$ cat src/rtl/program_loader_pkg.sv
// Shared definitions for the boot-time program loader: FSM states, word width
// and the checksum seed.
package program_loader_pkg;

  localparam int WORD_W = 16;
  localparam logic [7:0] CSUM_SEED = 8'h00;

  typedef enum logic [2:0] {
    LEN_HI,
    LEN_LO,
    DATA_HI,
    DATA_LO,
    CHECK,
    DONE,
    ERROR
  } state_t;

endpackage

$ cat src/rtl/program_loader_timeout.sv
// Inter-byte watchdog: counts enabled cycles since the last clear and flags
// the cycle on which the count would reach TIMEOUT.
module loader_timeout #(
  parameter int TIMEOUT = 1_000_000
) (
  input  logic clk,
  input  logic rst,
  input  logic clr,
  input  logic en,
  output logic tc
);

  localparam int CW = $clog2(TIMEOUT + 1);

  logic [CW-1:0] count_reg;

  always_ff @(posedge clk) begin
    if (rst || clr) begin
      count_reg <= '0;
    end else if (en) begin
      count_reg <= count_reg + CW'(1);
    end
  end

  // Asserted on the edge that would take the count to TIMEOUT, so the FSM
  // can move to ERROR on that same edge and drop any byte arriving with it.
  assign tc = en && (count_reg == CW'(TIMEOUT - 1));

endmodule

$ cat src/rtl/program_loader.sv
// Assembles a length-prefixed, XOR-checksummed byte stream into 16-bit RAM
// writes and holds the CPU in reset until the image is verified.
module program_loader
  import program_loader_pkg::*;
#(
  parameter logic [15:0] BASE_ADDR = 16'h0000,
  parameter int          MAX_WORDS = 256,
  parameter int          TIMEOUT   = 1_000_000
) (
  input  logic              clk,
  input  logic              rst,
  input  logic              rx_valid,
  input  logic [7:0]        rx_data,
  output logic [15:0]       ram_address,
  output logic [WORD_W-1:0] ram_data,
  output logic              ram_wren,
  output logic              cpu_rst,
  output logic              load_done,
  output logic              load_error
);

  localparam logic [15:0] MAX_LEN = 16'(MAX_WORDS);

  state_t      state_reg, state_next;
  logic [15:0] length_reg;
  logic [15:0] word_count_reg;
  logic [7:0]  csum_reg;
  logic [15:0] length_rx;
  logic        count_en;
  logic        tc;
  logic        accept;

  assign count_en  = (state_reg == LEN_LO) || (state_reg == DATA_HI) ||
                     (state_reg == DATA_LO) || (state_reg == CHECK);
  // A byte coinciding with the watchdog expiring is dropped.
  assign accept    = rx_valid && !tc &&
                     (state_reg != DONE) && (state_reg != ERROR);
  assign length_rx = {length_reg[15:8], rx_data};

  loader_timeout #(
    .TIMEOUT(TIMEOUT)
  ) u_timeout (
    .clk(clk),
    .rst(rst),
    .clr(accept),
    .en (count_en),
    .tc (tc)
  );

  always_ff @(posedge clk) begin
    if (rst) begin
      state_reg <= LEN_HI;
    end else begin
      state_reg <= state_next;
    end
  end

  always_comb begin
    state_next = state_reg;
    if (tc) begin
      state_next = ERROR;
    end else if (accept) begin
      case (state_reg)
        LEN_HI:  state_next = LEN_LO;
        LEN_LO: begin
          if (length_rx > MAX_LEN) begin
            state_next = ERROR;
          end else if (length_rx == 16'd0) begin
            state_next = CHECK;
          end else begin
            state_next = DATA_HI;
          end
        end
        DATA_HI: state_next = DATA_LO;
        DATA_LO: begin
          if (word_count_reg + 16'd1 == length_reg) begin
            state_next = CHECK;
          end else begin
            state_next = DATA_HI;
          end
        end
        CHECK:   state_next = (rx_data == csum_reg) ? DONE : ERROR;
        default: state_next = state_reg;
      endcase
    end
  end

  always_ff @(posedge clk) begin
    if (rst) begin
      ram_address    <= BASE_ADDR;
      ram_data       <= '0;
      ram_wren       <= 1'b0;
      csum_reg       <= CSUM_SEED;
      word_count_reg <= '0;
      length_reg     <= '0;
    end else begin
      ram_wren <= accept && (state_reg == DATA_LO);
      // Address advances after the strobe so it is stable during the write.
      if (ram_wren) begin
        ram_address <= ram_address + 16'd1;
      end
      if (accept && (state_reg != CHECK)) begin
        csum_reg <= csum_reg ^ rx_data;
      end
      if (accept) begin
        case (state_reg)
          LEN_HI:  length_reg[15:8] <= rx_data;
          LEN_LO:  length_reg[7:0]  <= rx_data;
          DATA_HI: ram_data[15:8]   <= rx_data;
          DATA_LO: begin
            ram_data[7:0]  <= rx_data;
            word_count_reg <= word_count_reg + 16'd1;
          end
          default: ;
        endcase
      end
    end
  end

  assign cpu_rst    = (state_reg != DONE);
  assign load_done  = (state_reg == DONE);
  assign load_error = (state_reg == ERROR);

endmodule
$ cat config.mk
export PLATFORM = sky130hd
export DESIGN_NAME = program_loader
export DESIGN_NICKNAME = d
export VERILOG_FILES = /design/src/rtl/program_loader_pkg.sv /design/src/rtl/program_loader_timeout.sv /design/src/rtl/program_loader.sv
export SDC_FILE = /design/constraint.sdc
export NUM_CORES = 1
export LEC_CHECK = 0
export ABC_AREA = 1
export BUFFER_PORTS_ARGS = -buffer_cell sky130_fd_sc_hd__buf_2
export CELL_PAD_IN_SITES_DETAIL_PLACEMENT = 0
export CELL_PAD_IN_SITES_GLOBAL_PLACEMENT = 1
export CORE_AREA = 10 10 107 128
export CTS_CLUSTER_SIZE = 24
export DETAILED_ROUTE_END_ITERATION = 6
export DIE_AREA = 0 0 117 138
export PLACE_DENSITY_LB_ADDON = 0.1
export SYNTH_ARGS = -nofsm -noshare
export SYNTH_HDL_FRONTEND = slang
export SYNTH_SLANG_ARGS = --single-unit
$ cat constraint.sdc
create_clock -name clk -period 2.8 [get_ports clk]
set_input_delay 0.14 -clock clk [delete_from_list [all_inputs] [get_ports clk]]
set_output_delay 0.14 -clock clk [all_outputs]
set_load 0.02 [all_outputs]
---- Word level (Yosys, flattened, before mapping) ----
Cells that the tools add are included.
storage, ports and cells
  bits of input ports ..................... 11
  bits in registers ....................... 96
cells by class
  add/subtract/negate cells ............... 3
  order comparisons ....................... 1
  equal/unequal tests ..................... 12
  bitwise logic cells ..................... 1
  reductions and logical operators ........ 23
  muxes and demuxes ....................... 7
operator list
  cell                                                                   number
  16-bit by 1-bit adder with 16-bit output, second input constant        2
  20-bit by 1-bit adder with 20-bit output, second input constant        1
  20-bit == test, second input constant                                  1
  16-bit == test                                                         1
  16-bit by 9-bit > comparator with 1-bit output, second input constant  1
  16-bit logical NOT                                                     1
  3-bit 2-to-1 mux                                                       5
  3-bit one-hot mux with 5 select lines                                  1
  2-bit AND reduction                                                    6
  3-bit == test, second input constant                                   3
  3-bit inequality test, second input constant                           3
  8-bit == test                                                          1
  8-bit bitwise XOR                                                      1
  3-bit by 2-bit == test with 1-bit output, second input constant        2
  1-bit logical AND                                                      6
  6-bit nonzero test                                                     1
  5-bit nonzero test                                                     1
  1-bit logical OR                                                       4
  3-bit by 1-bit == test with 1-bit output, second input constant        1
  3-bit logical NOT                                                      1
  2-bit 2-to-1 mux                                                       1
  2-bit nonzero test                                                     1
  2-bit OR reduction                                                     1
  1-bit logical NOT                                                      1

---- Depth between registers and ports, before layout ----
Gate-level depths: netlist (run 1).
  depth in word-level cells ............... 11
  depth in mapped cells ................... 15
  mapped depth without buffers ............ 15

---- Modules after synthesis ----
From an unflattened synthesis (run 1), not the netlist that was laid out.
unflattened totals
  cell total of the unflattened synthesis .. 739
  area, all modules ....................... 4,987.3 um^2
by module, submodules not included
  module          cells each  instances  area each (um^2)  seq. area each (um^2)
  program_loader  561         1          3,846.2           1,521.5
  loader_timeout  178         1          1,141.1           400.4

---- Worst setup path after synthesis (run 1) ----
Ideal clock, no wire load.
  path type ............................... reg2reg
  start point ............................. register state_reg[2]
  end point ............................... register length_reg[5]
  data arrival time ....................... 1.842 ns
  period minus slack after synthesis ...... 1.912 ns
  cell stages (with the launch flop) ...... 10
  setup slack ............................. 0.888 ns
  data required time ...................... 2.730 ns
  cells stage by stage .................... dfxtp_1 inv_2 nor3_1 inv_1 nand2_1 nor2_8 nand2_2 buf_4 o21ai_0 a21oi_1
between the ends
  cells in the longest elaborated chain, start to end .. 10
  elaborated cells between the ends (all ways) .. 15
  those cells by class .................... eq/ne: 6; reduce/logical: 9
ends and longest elaborated chain
  item                                                                                                  line                                         text
  from (decl)                                                                                           program_loader.sv:24                         state_t state_reg, state_next;
  from (signal assigned)                                                                                program_loader.sv:54                         state_reg <= state_next;
  3-bit by 1-bit == test with 1-bit output or 3-bit by 2-bit == test with 1-bit output (tied branches)  program_loader.sv:33, program_loader.sv:106
  1-bit logical OR (2 in series)                                                                        program_loader.sv:33                         assign count_en = (state_reg == LEN_LO) || (state_reg == DATA_HI) ||
  1-bit logical OR                                                                                      program_loader.sv:34                         (state_reg == DATA_LO) || (state_reg == CHECK);
  1-bit logical AND                                                                                     program_loader_timeout.sv:27                 assign tc = en && (count_reg == CW'(TIMEOUT - 1));
  1-bit logical NOT                                                                                     program_loader.sv:36                         assign accept = rx_valid && !tc &&
  1-bit logical AND (2 in series)                                                                       program_loader.sv:36
  1-bit logical AND                                                                                     program_loader.sv:37                         (state_reg != DONE) && (state_reg != ERROR);
  2-bit AND reduction (no source line) *                                                                --
  to (signal assigned)                                                                                  program_loader.sv:108                        LEN_LO: length_reg[7:0] <= rx_data;
  to (decl)                                                                                             program_loader.sv:25                         logic [15:0] length_reg;
Mark *: on every way between the ends. The rest lies on a longest branch, timed or not.
A chain may end at the register's enable or synchronous reset.

---- Worst setup path after layout (run 1) ----
  start point ............................. register u_timeout.count_reg[1]
  end point ............................... register word_count_reg[15]
between the ends
  cells in the longest elaborated chain, start to end .. 7
ends and longest elaborated chain
  item                                  line                          text
  from (decl)                           program_loader_timeout.sv:15  logic [CW-1:0] count_reg;
  from (signal assigned)                program_loader_timeout.sv:21  count_reg <= count_reg + CW'(1);
  20-bit == test                        program_loader_timeout.sv:27
  1-bit logical AND                     program_loader_timeout.sv:27
  1-bit logical NOT                     program_loader.sv:36
  1-bit logical AND (2 in series)       program_loader.sv:36
  1-bit logical AND                     program_loader.sv:37
  2-bit AND reduction (no source line)  --
  to (signal assigned)                  program_loader.sv:112         word_count_reg <= word_count_reg + 16'd1;
  to (decl)                             program_loader.sv:26          logic [15:0] word_count_reg;
No other way between the ends.

==> metrics.log, run 1 <==
[metrics] transition time of the tightest slew-check pin: 0.556 ns
[metrics] CTS Buf Count: 9
[metrics] type of the worst setup path: flip-flop to flip-flop
[metrics] number of nets at the end of the flow: 798
[metrics] Required @ worst endpoint: 3.03 ns
[metrics] starting utilization of the core area: 0.447
[metrics] final wirelength: 12800 um
[metrics] Area growth, synth to finish: 12.4%
[metrics] clock-pin transition on the worst setup and hold timing paths: 0.07 ns
[metrics] count of yosys warnings during synthesis: 0
[metrics] TritonCTS clock tree: built
[metrics] Post-Synthesis Mean Instance Area: 6.82 sq um
[metrics] wire length of the first global-routing pass: 21400 um
[metrics] number of I/O pins: 47
[metrics] number of fill cells in the layout: 1165
[metrics] GRT Util Overall: 0.163
[metrics] count of unresolved DRC violations after routing: 0
[metrics] PostCTS Resize Cnt: 0
[metrics] WL/cell: 13.9 um
[metrics] leading post-synthesis cells by cell area: dfxtp_1 38%, nand2_1 12%, nor2_1 7.3%, a21oi_1 6.8%, inv_1 6.5%
[metrics] number of diodes: 0
[metrics] achievable frequency: 456 MHz
[metrics] leftover overflow at the end of global routing: 0
[metrics] Root Driver: clkbuf_16
[metrics] iteration-0 DRC count of the detailed router: 329
[metrics] Buffers on Ports: 46
[metrics] number of flip-flops under the largest register name: 20
[metrics] pin count of the biggest net entering global routing: 39
[metrics] Max rail drop VDD: 0.257 mV
[metrics] unique cell type count in the Yosys netlist: 39
[metrics] top cell type by total area after synthesis: dfxtp_1
[metrics] category of the worst setup path capture point: flip-flop
[metrics] kind of start point of the critical path: flip-flop
[metrics] path category of the worst min-delay check: input port to flip-flop
[metrics] Die Height: 138 um
[metrics] total clock sinks: 96
[metrics] number of maximum-capacitance constraint violations: 0
[metrics] list of cells traversed by the critical path: ha_1 -> nand3_1 -> nor4_1 -> nand4_2 -> nand2_4 -> inv_4 -> nand2_4 -> nor2_1 -> a21oi_1 -> nor2_1
[metrics] buffer depth of the longest clock path: 2
[metrics] source-to-sink clock delay at the later pin of the worst-skew pair: 0.35 ns
[metrics] pins over their slew limit: 0
[metrics] CTS H-tree lvls: 3
[metrics] worst r2r path cells: 10
[metrics] die span in x: 117 um
[metrics] largest fanout of any net on the critical path: 37
[metrics] CTS hold repair buffers: 0
[metrics] first-pass detailed-route iteration total: 4
[metrics] final setup violation count: 0
[metrics] worst stage delay on the critical path: 0.36 ns
[metrics] tightest slew margin relative to the limit: 0.626
[metrics] setup TNS after final layout: 0 ns
[metrics] number of standard cells after synthesis: 741
[metrics] Final GP Congestion: 0.817
[metrics] Final Critical Period: 2.19 ns
[metrics] highest-count cells in the layout ignoring fill and taps: 163 x nand2_1, 98 x nor2_1, 96 x dfxtp_1, 88 x inv_1, 69 x a21oi_1
[metrics] count of final hold-check violations: 0
[metrics] RSZ-0062 raised after global routing: false
[metrics] final worst-path cycle share: 0.784
[metrics] core area: 0.0113 sq mm
[metrics] via count of the first global-routing pass: 4468
[metrics] routed vias/inst: 5.07
[metrics] worst-case clock skew: 0.0107 ns
[metrics] number of cells on the worst hold path: 3
[metrics] number of antenna violations at the first check in global routing: 0
[metrics] result of the run: complete, no violations
[metrics] routed via count: 4677
[metrics] Setup Fix Bufs, Post-CTS: 0
[metrics] power density over the cells: 537 mW/mm^2
[metrics] leakage power: 2.37 nW
[metrics] fraction of layout cells with a size suffix above 1: 0.122
[metrics] Detail Route Antenna Nets: 0
[metrics] net count after synthesis: 756
[metrics] Seq/Total Area, Yosys: 0.380
[metrics] die area: 0.0161 sq mm
[metrics] Worst EP arrival: 2.42 ns
[metrics] synthesized cell area: 0.00505 sq mm
[metrics] Total Power: 0.00305 W
[metrics] number of rows in the core area: 43
[metrics] DP HPWL: 9480 um
[metrics] number of register bits inferred by synthesis: 96
[metrics] share of the synthesized area in the top cell type: 0.380
[metrics] most common library cell in the layout ignoring fill and taps: nand2_1
[metrics] CP max stage cell: dfxtp_1
-- per-layer routing --
metal | vias to the layer above | global-route usage | share of wire
met3 | 16 | 0.0312 | 0.027
li1 | 2484 | - | -
met4 | 0 | 0.0613 | 0.019
met1 | 2108 | 0.202 | 0.47
met5 | - | 0 | 0
met2 | 69 | 0.271 | 0.49
-- through the flow --
step / utilization / hold slack (ns) / cell area (sq um) / setup slack, ns / cells
final: 0.503 / 0.137 / 5680 / 0.605 / 923
after global routing: 0.503 / 0.143 / 5680 / 0.308 / 923
after CTS: 0.503 / 0.130 / 5680 / 0.574 / 923
after detailed placement: 0.477 / 0.452 / 5390 / 0.597 / 907
after global placement: 0.477 / 0.446 / 5390 / 0.648 / 907
after floorplan: - / 0.304 / 5050 / 0.888 / 741
-- where the power goes --
part	switching, W	total, W	leakage, nW	internal [W]
combinational	0.000252	0.000378	1.45	0.000126
sequential	0.0000432	0.00146	0.778	0.00142
clock	0.000535	0.00121	0.142	0.000679
-- cell type report --
type | instances | area, sq um | area share
multi-input cells | 536 | 2690 | 0.474
flip-flops and latches | 96 | 1920 | 0.338
inverters | 90 | 340 | 0.0599
clock buffers | 13 | 270 | 0.0476
repair buffers | 50 | 260 | 0.0458
well taps | 135 | 169 | 0.0297
clock inverters | 3 | 25.0 | 0.00441
-- Yosys cell counts --
library cell and count:
inv_2 1, inv_4 1, xnor2_1 9, clkbuf_1 8, nand3_4 1, nor3_4 1, nand3_2 4, dfxtp_1 96
nand4_4 1, ha_1 4, nand4_2 1, xor2_1 14, nor2_4 5, nor4_1 4, o21a_1 5, and3_1 1
nand2_1 163, buf_6 1, a211oi_2 1, nor2_1 98, nand3_1 65, nor2_8 1, nand2_4 4, buf_2 6
o21ai_2 1, nand4_1 14, nand3b_1 1, a211oi_1 2, nor3b_1 3, o21ai_1 1, buf_4 4, or2_2 1
nor2_2 3, nand2_2 4, a21oi_1 69, o21ai_0 39, o211ai_1 2, inv_1 88, nor3_1 14
-- worst max-delay path: cells and delay by family, from the launching register on --
| kind | cells | cell delay, ns |
|---|---|---|
| AND/OR/NAND/NOR | 7 | 1.25 |
| flip-flops | 1 | 0.36 |
| adder cells (fa/ha/maj) | 1 | 0.22 |
| buffers and inverters | 1 | 0.12 |
| AO/OA/AOI/OAI | 1 | 0.12 |
-- worst paths after layout --
kind,endpoint,start,slack (ns)
setup / recovery,word_count_reg[15],u_timeout.count_reg[1],0.61
hold / removal,ram_data[4],rx_data[4],0.14
setup reg to reg,word_count_reg[15],u_timeout.count_reg[1],0.61
hold reg to reg,ram_data[7],ram_data[7],0.46
-- cells by family after synthesis --
logic type / count (synthesis) / synth area share
AND/OR/NAND/NOR: 389 / 0.357
AO/OA/AOI/OAI: 120 / 0.126
buffers and inverters: 109 / 0.0874
flip-flops: 96 / 0.380
XOR/XNOR: 23 / 0.0399
adder cells (fa/ha/maj): 4 / 0.00991
No activity file was read; power rests on OpenSTA's default activity.
==> run 2: changes to the inputs <==
Settings changed: CORE_AREA 10 10 107 128 to 10 10 110 132, DIE_AREA 0 0 117 138 to 0 0 120 142.
Clock period 2.8 ns to 2.1 ns, I/O delays scaled along.
==> metrics.log, run 2 (synthesis gave the netlist of run 1 again) <==
[metrics] result of the run: complete, no violations
[metrics] Area growth, synth to finish: 17.2%
[metrics] source-to-sink clock delay at the later pin of the worst-skew pair: 0.35 ns (about the same)
[metrics] Required @ worst endpoint: 2.37 ns (-0.66 ns)
[metrics] worst path bufs/invs: 2 (+1)
[metrics] transition time of the tightest slew-check pin: 0.538 ns (-0.0175 ns)
[metrics] pins over their slew limit: 0 (unchanged)
[metrics] number of I/O pins: 47 (unchanged)
[metrics] CP max stage cell: dfxtp_1
[metrics] RSZ-0062 raised after global routing: true
[metrics] Max rail drop VDD: 0.420 mV (+64%)
[metrics] worst-case clock skew: 0.00569 ns (-0.00497 ns)
[metrics] path category of the worst min-delay check: input port to flip-flop
[metrics] most common library cell in the layout ignoring fill and taps: nand2_1
[metrics] tightest slew margin relative to the limit: 0.638 (+0.0118)
[metrics] Detail Route Antenna Nets: 0 (unchanged)
[metrics] die span in x: 120 um (+2.6%)
[metrics] count of final hold-check violations: 0 (unchanged)
[metrics] final setup violation count: 0 (unchanged)
[metrics] type of the worst setup path: flip-flop to flip-flop
[metrics] number of flip-flops under the largest register name: 20 (unchanged)
[metrics] power density over the cells: 703 mW/mm^2 (+31%)
[metrics] Setup Fix Bufs, Post-CTS: 0 (unchanged)
[metrics] WL/cell: 13.6 um (-2.2%)
[metrics] iteration-0 DRC count of the detailed router: 363 (+10%)
[metrics] pin count of the biggest net entering global routing: 39 (unchanged)
[metrics] kind of start point of the critical path: flip-flop
[metrics] category of the worst setup path capture point: flip-flop
[metrics] buffer depth of the longest clock path: 2 (unchanged)
[metrics] worst slack at placement: 0.000474 ns (-0.596 ns)
[metrics] count of unresolved DRC violations after routing: 0 (unchanged)
[metrics] achievable frequency: 513 MHz (+13%)
[metrics] final wirelength: 13100 um (+2.3%)
[metrics] wire length of the first global-routing pass: 22000 um (+3.0%)
[metrics] CTS H-tree lvls: 3 (unchanged)
[metrics] clock-pin transition on the worst setup and hold timing paths: 0.07 ns (about the same)
[metrics] via count of the first global-routing pass: 4602 (+3.0%)
[metrics] Die Height: 142 um (+2.9%)
[metrics] number of antenna violations at the first check in global routing: 0 (unchanged)
[metrics] Total Power: 0.00416 W (+36%)
[metrics] number of maximum-capacitance constraint violations: 0 (unchanged)
[metrics] CTS Buf Count: 9 (unchanged)
[metrics] routed vias/inst: 4.91 (-3.0%)
[metrics] highest-count cells in the layout ignoring fill and taps: 161 x nand2_1, 93 x nor2_1, 93 x dfxtp_1, 88 x inv_1, 69 x a21oi_1
[metrics] DP HPWL: 9890 um (+4.3%)
[metrics] PnR worst setup slack: 0.149 ns (-0.456 ns)
[metrics] post-route insts no fill: 965 (+4.6%)
[metrics] setup TNS after final layout: 0 ns (unchanged)
[metrics] Buffers on Ports: 46 (unchanged)
[metrics] GRT Util Overall: 0.158 (-0.00498)
[metrics] Final Critical Period: 1.95 ns (-0.244 ns)
[metrics] Final GP Congestion: 0.833 (+1.9%)
[metrics] number of nets at the end of the flow: 815 (+2.1%)
[metrics] starting utilization of the core area: 0.423 (-0.0243)
[metrics] Most common cell on crit path: nand2_4
[metrics] Worst EP arrival: 2.22 ns (-0.20 ns)
[metrics] leftover overflow at the end of global routing: 0 (unchanged)
[metrics] TritonCTS clock tree: built
[metrics] delay-heaviest family, CP: simple AND/OR/NAND/NOR gates
[metrics] number of diodes: 0 (unchanged)
[metrics] routed via count: 4742 (+1.4%)
[metrics] final worst-path cycle share: 0.929 (+0.145)
[metrics] number of placed instances with taps included: 950 (+4.7%)
[metrics] number of fill cells in the layout: 1252 (+7.5%)
[metrics] total clock sinks: 96 (unchanged)
[metrics] list of cells traversed by the critical path: ha_1 -> nand3_1 -> nor4_2 -> nand4_2 -> nand2_4 -> inv_4 -> nand2_4 -> buf_4 -> nand2_1 -> a21oi_1
[metrics] number of rows in the core area: 44 (+2.3%)
[metrics] largest fanout of any net on the critical path: 12 (-68%)
[metrics] die area: 0.0170 sq mm (+5.5%)
[metrics] worst stage delay on the critical path: 0.36 ns (about the same)
[metrics] fraction of layout cells with a size suffix above 1: 0.157 (+0.0349)
[metrics] CTS hold repair buffers: 0 (unchanged)
[metrics] leakage power: 2.46 nW (+3.9%)
[metrics] Root Driver: clkbuf_16
[metrics] first-pass detailed-route iteration total: 4 (unchanged)
[metrics] core area: 0.0119 sq mm (+5.7%)
run 2: cell count changes in the layout (fill, tap and decap cells not counted), moves of 3 or more:
cell	previous run	this run
nor2_2	3	8
buf_4	4	19
nor2_1	98	93
dfxtp_1	96	93
run 2: area by class of cell:
type                    count  area [sq um]  area share
multi-input cells         536          2740       0.463
flip-flops and latches     96          1930       0.326
repair buffers             67           413      0.0697
inverters                  90           340      0.0575
clock buffers              11           243      0.0410
well taps                 161           201      0.0340
clock inverters             4          53.8     0.00909
run 2: final timing paths:
kind	start	depth (start not counted)	end	slack, ns
max	u_timeout.count_reg[1]	10	word_count_reg[8]	0.15
min	rx_data[4]	3	ram_data[4]	0.08
max reg2reg	u_timeout.count_reg[1]	10	word_count_reg[8]	0.15
min reg2reg	ram_data[2]	2	ram_data[2]	0.46
run 2: worst register-to-register path, stage by stage, from the launching register on:
cell and delay [ns]:
dfxtp_1 0.36, ha_1 0.23, nand3_1 0.11, nor4_2 0.19, nand4_2 0.19, nand2_4 0.17, inv_4 0.08, nand2_4 0.12
buf_4 0.20, nand2_1 0.06, a21oi_1 0.16
run 2: routing by layer:
layer | up-vias | share of wire | global-route usage
met5 | - | 0 | 0
met1 | 2120 | 0.46 | 0.186
li1 | 2514 | - | -
met3 | 20 | 0.036 | 0.0278
met2 | 88 | 0.48 | 0.272
met4 | 0 | 0.026 | 0.0757
run 2: power breakdown:
group          switching, W  leakage, nW  internal (W)  total (W)
sequential        0.0000572        0.780       0.00188    0.00194
combinational      0.000339         1.54      0.000191   0.000530
clock              0.000734        0.138      0.000955    0.00169
total               0.00113         2.46       0.00303    0.00416
run 2: what timing repair did:
item / 4_1_cts / 5_1_grt
gates resized for setup: 2 / 15
hold endpoints to repair: 0 / 0
setup endpoints to repair: 1 / 25
run 2: through the flow:
step                       util  area [sq um]  hold slack, ns
after floorplan               -          5050           0.269
after global placement    0.466          5570           0.445
after detailed placement  0.466          5570           0.449
after CTS                 0.491          5870          0.0758
after global routing      0.496          5920           0.103
final                     0.496          5920          0.0839
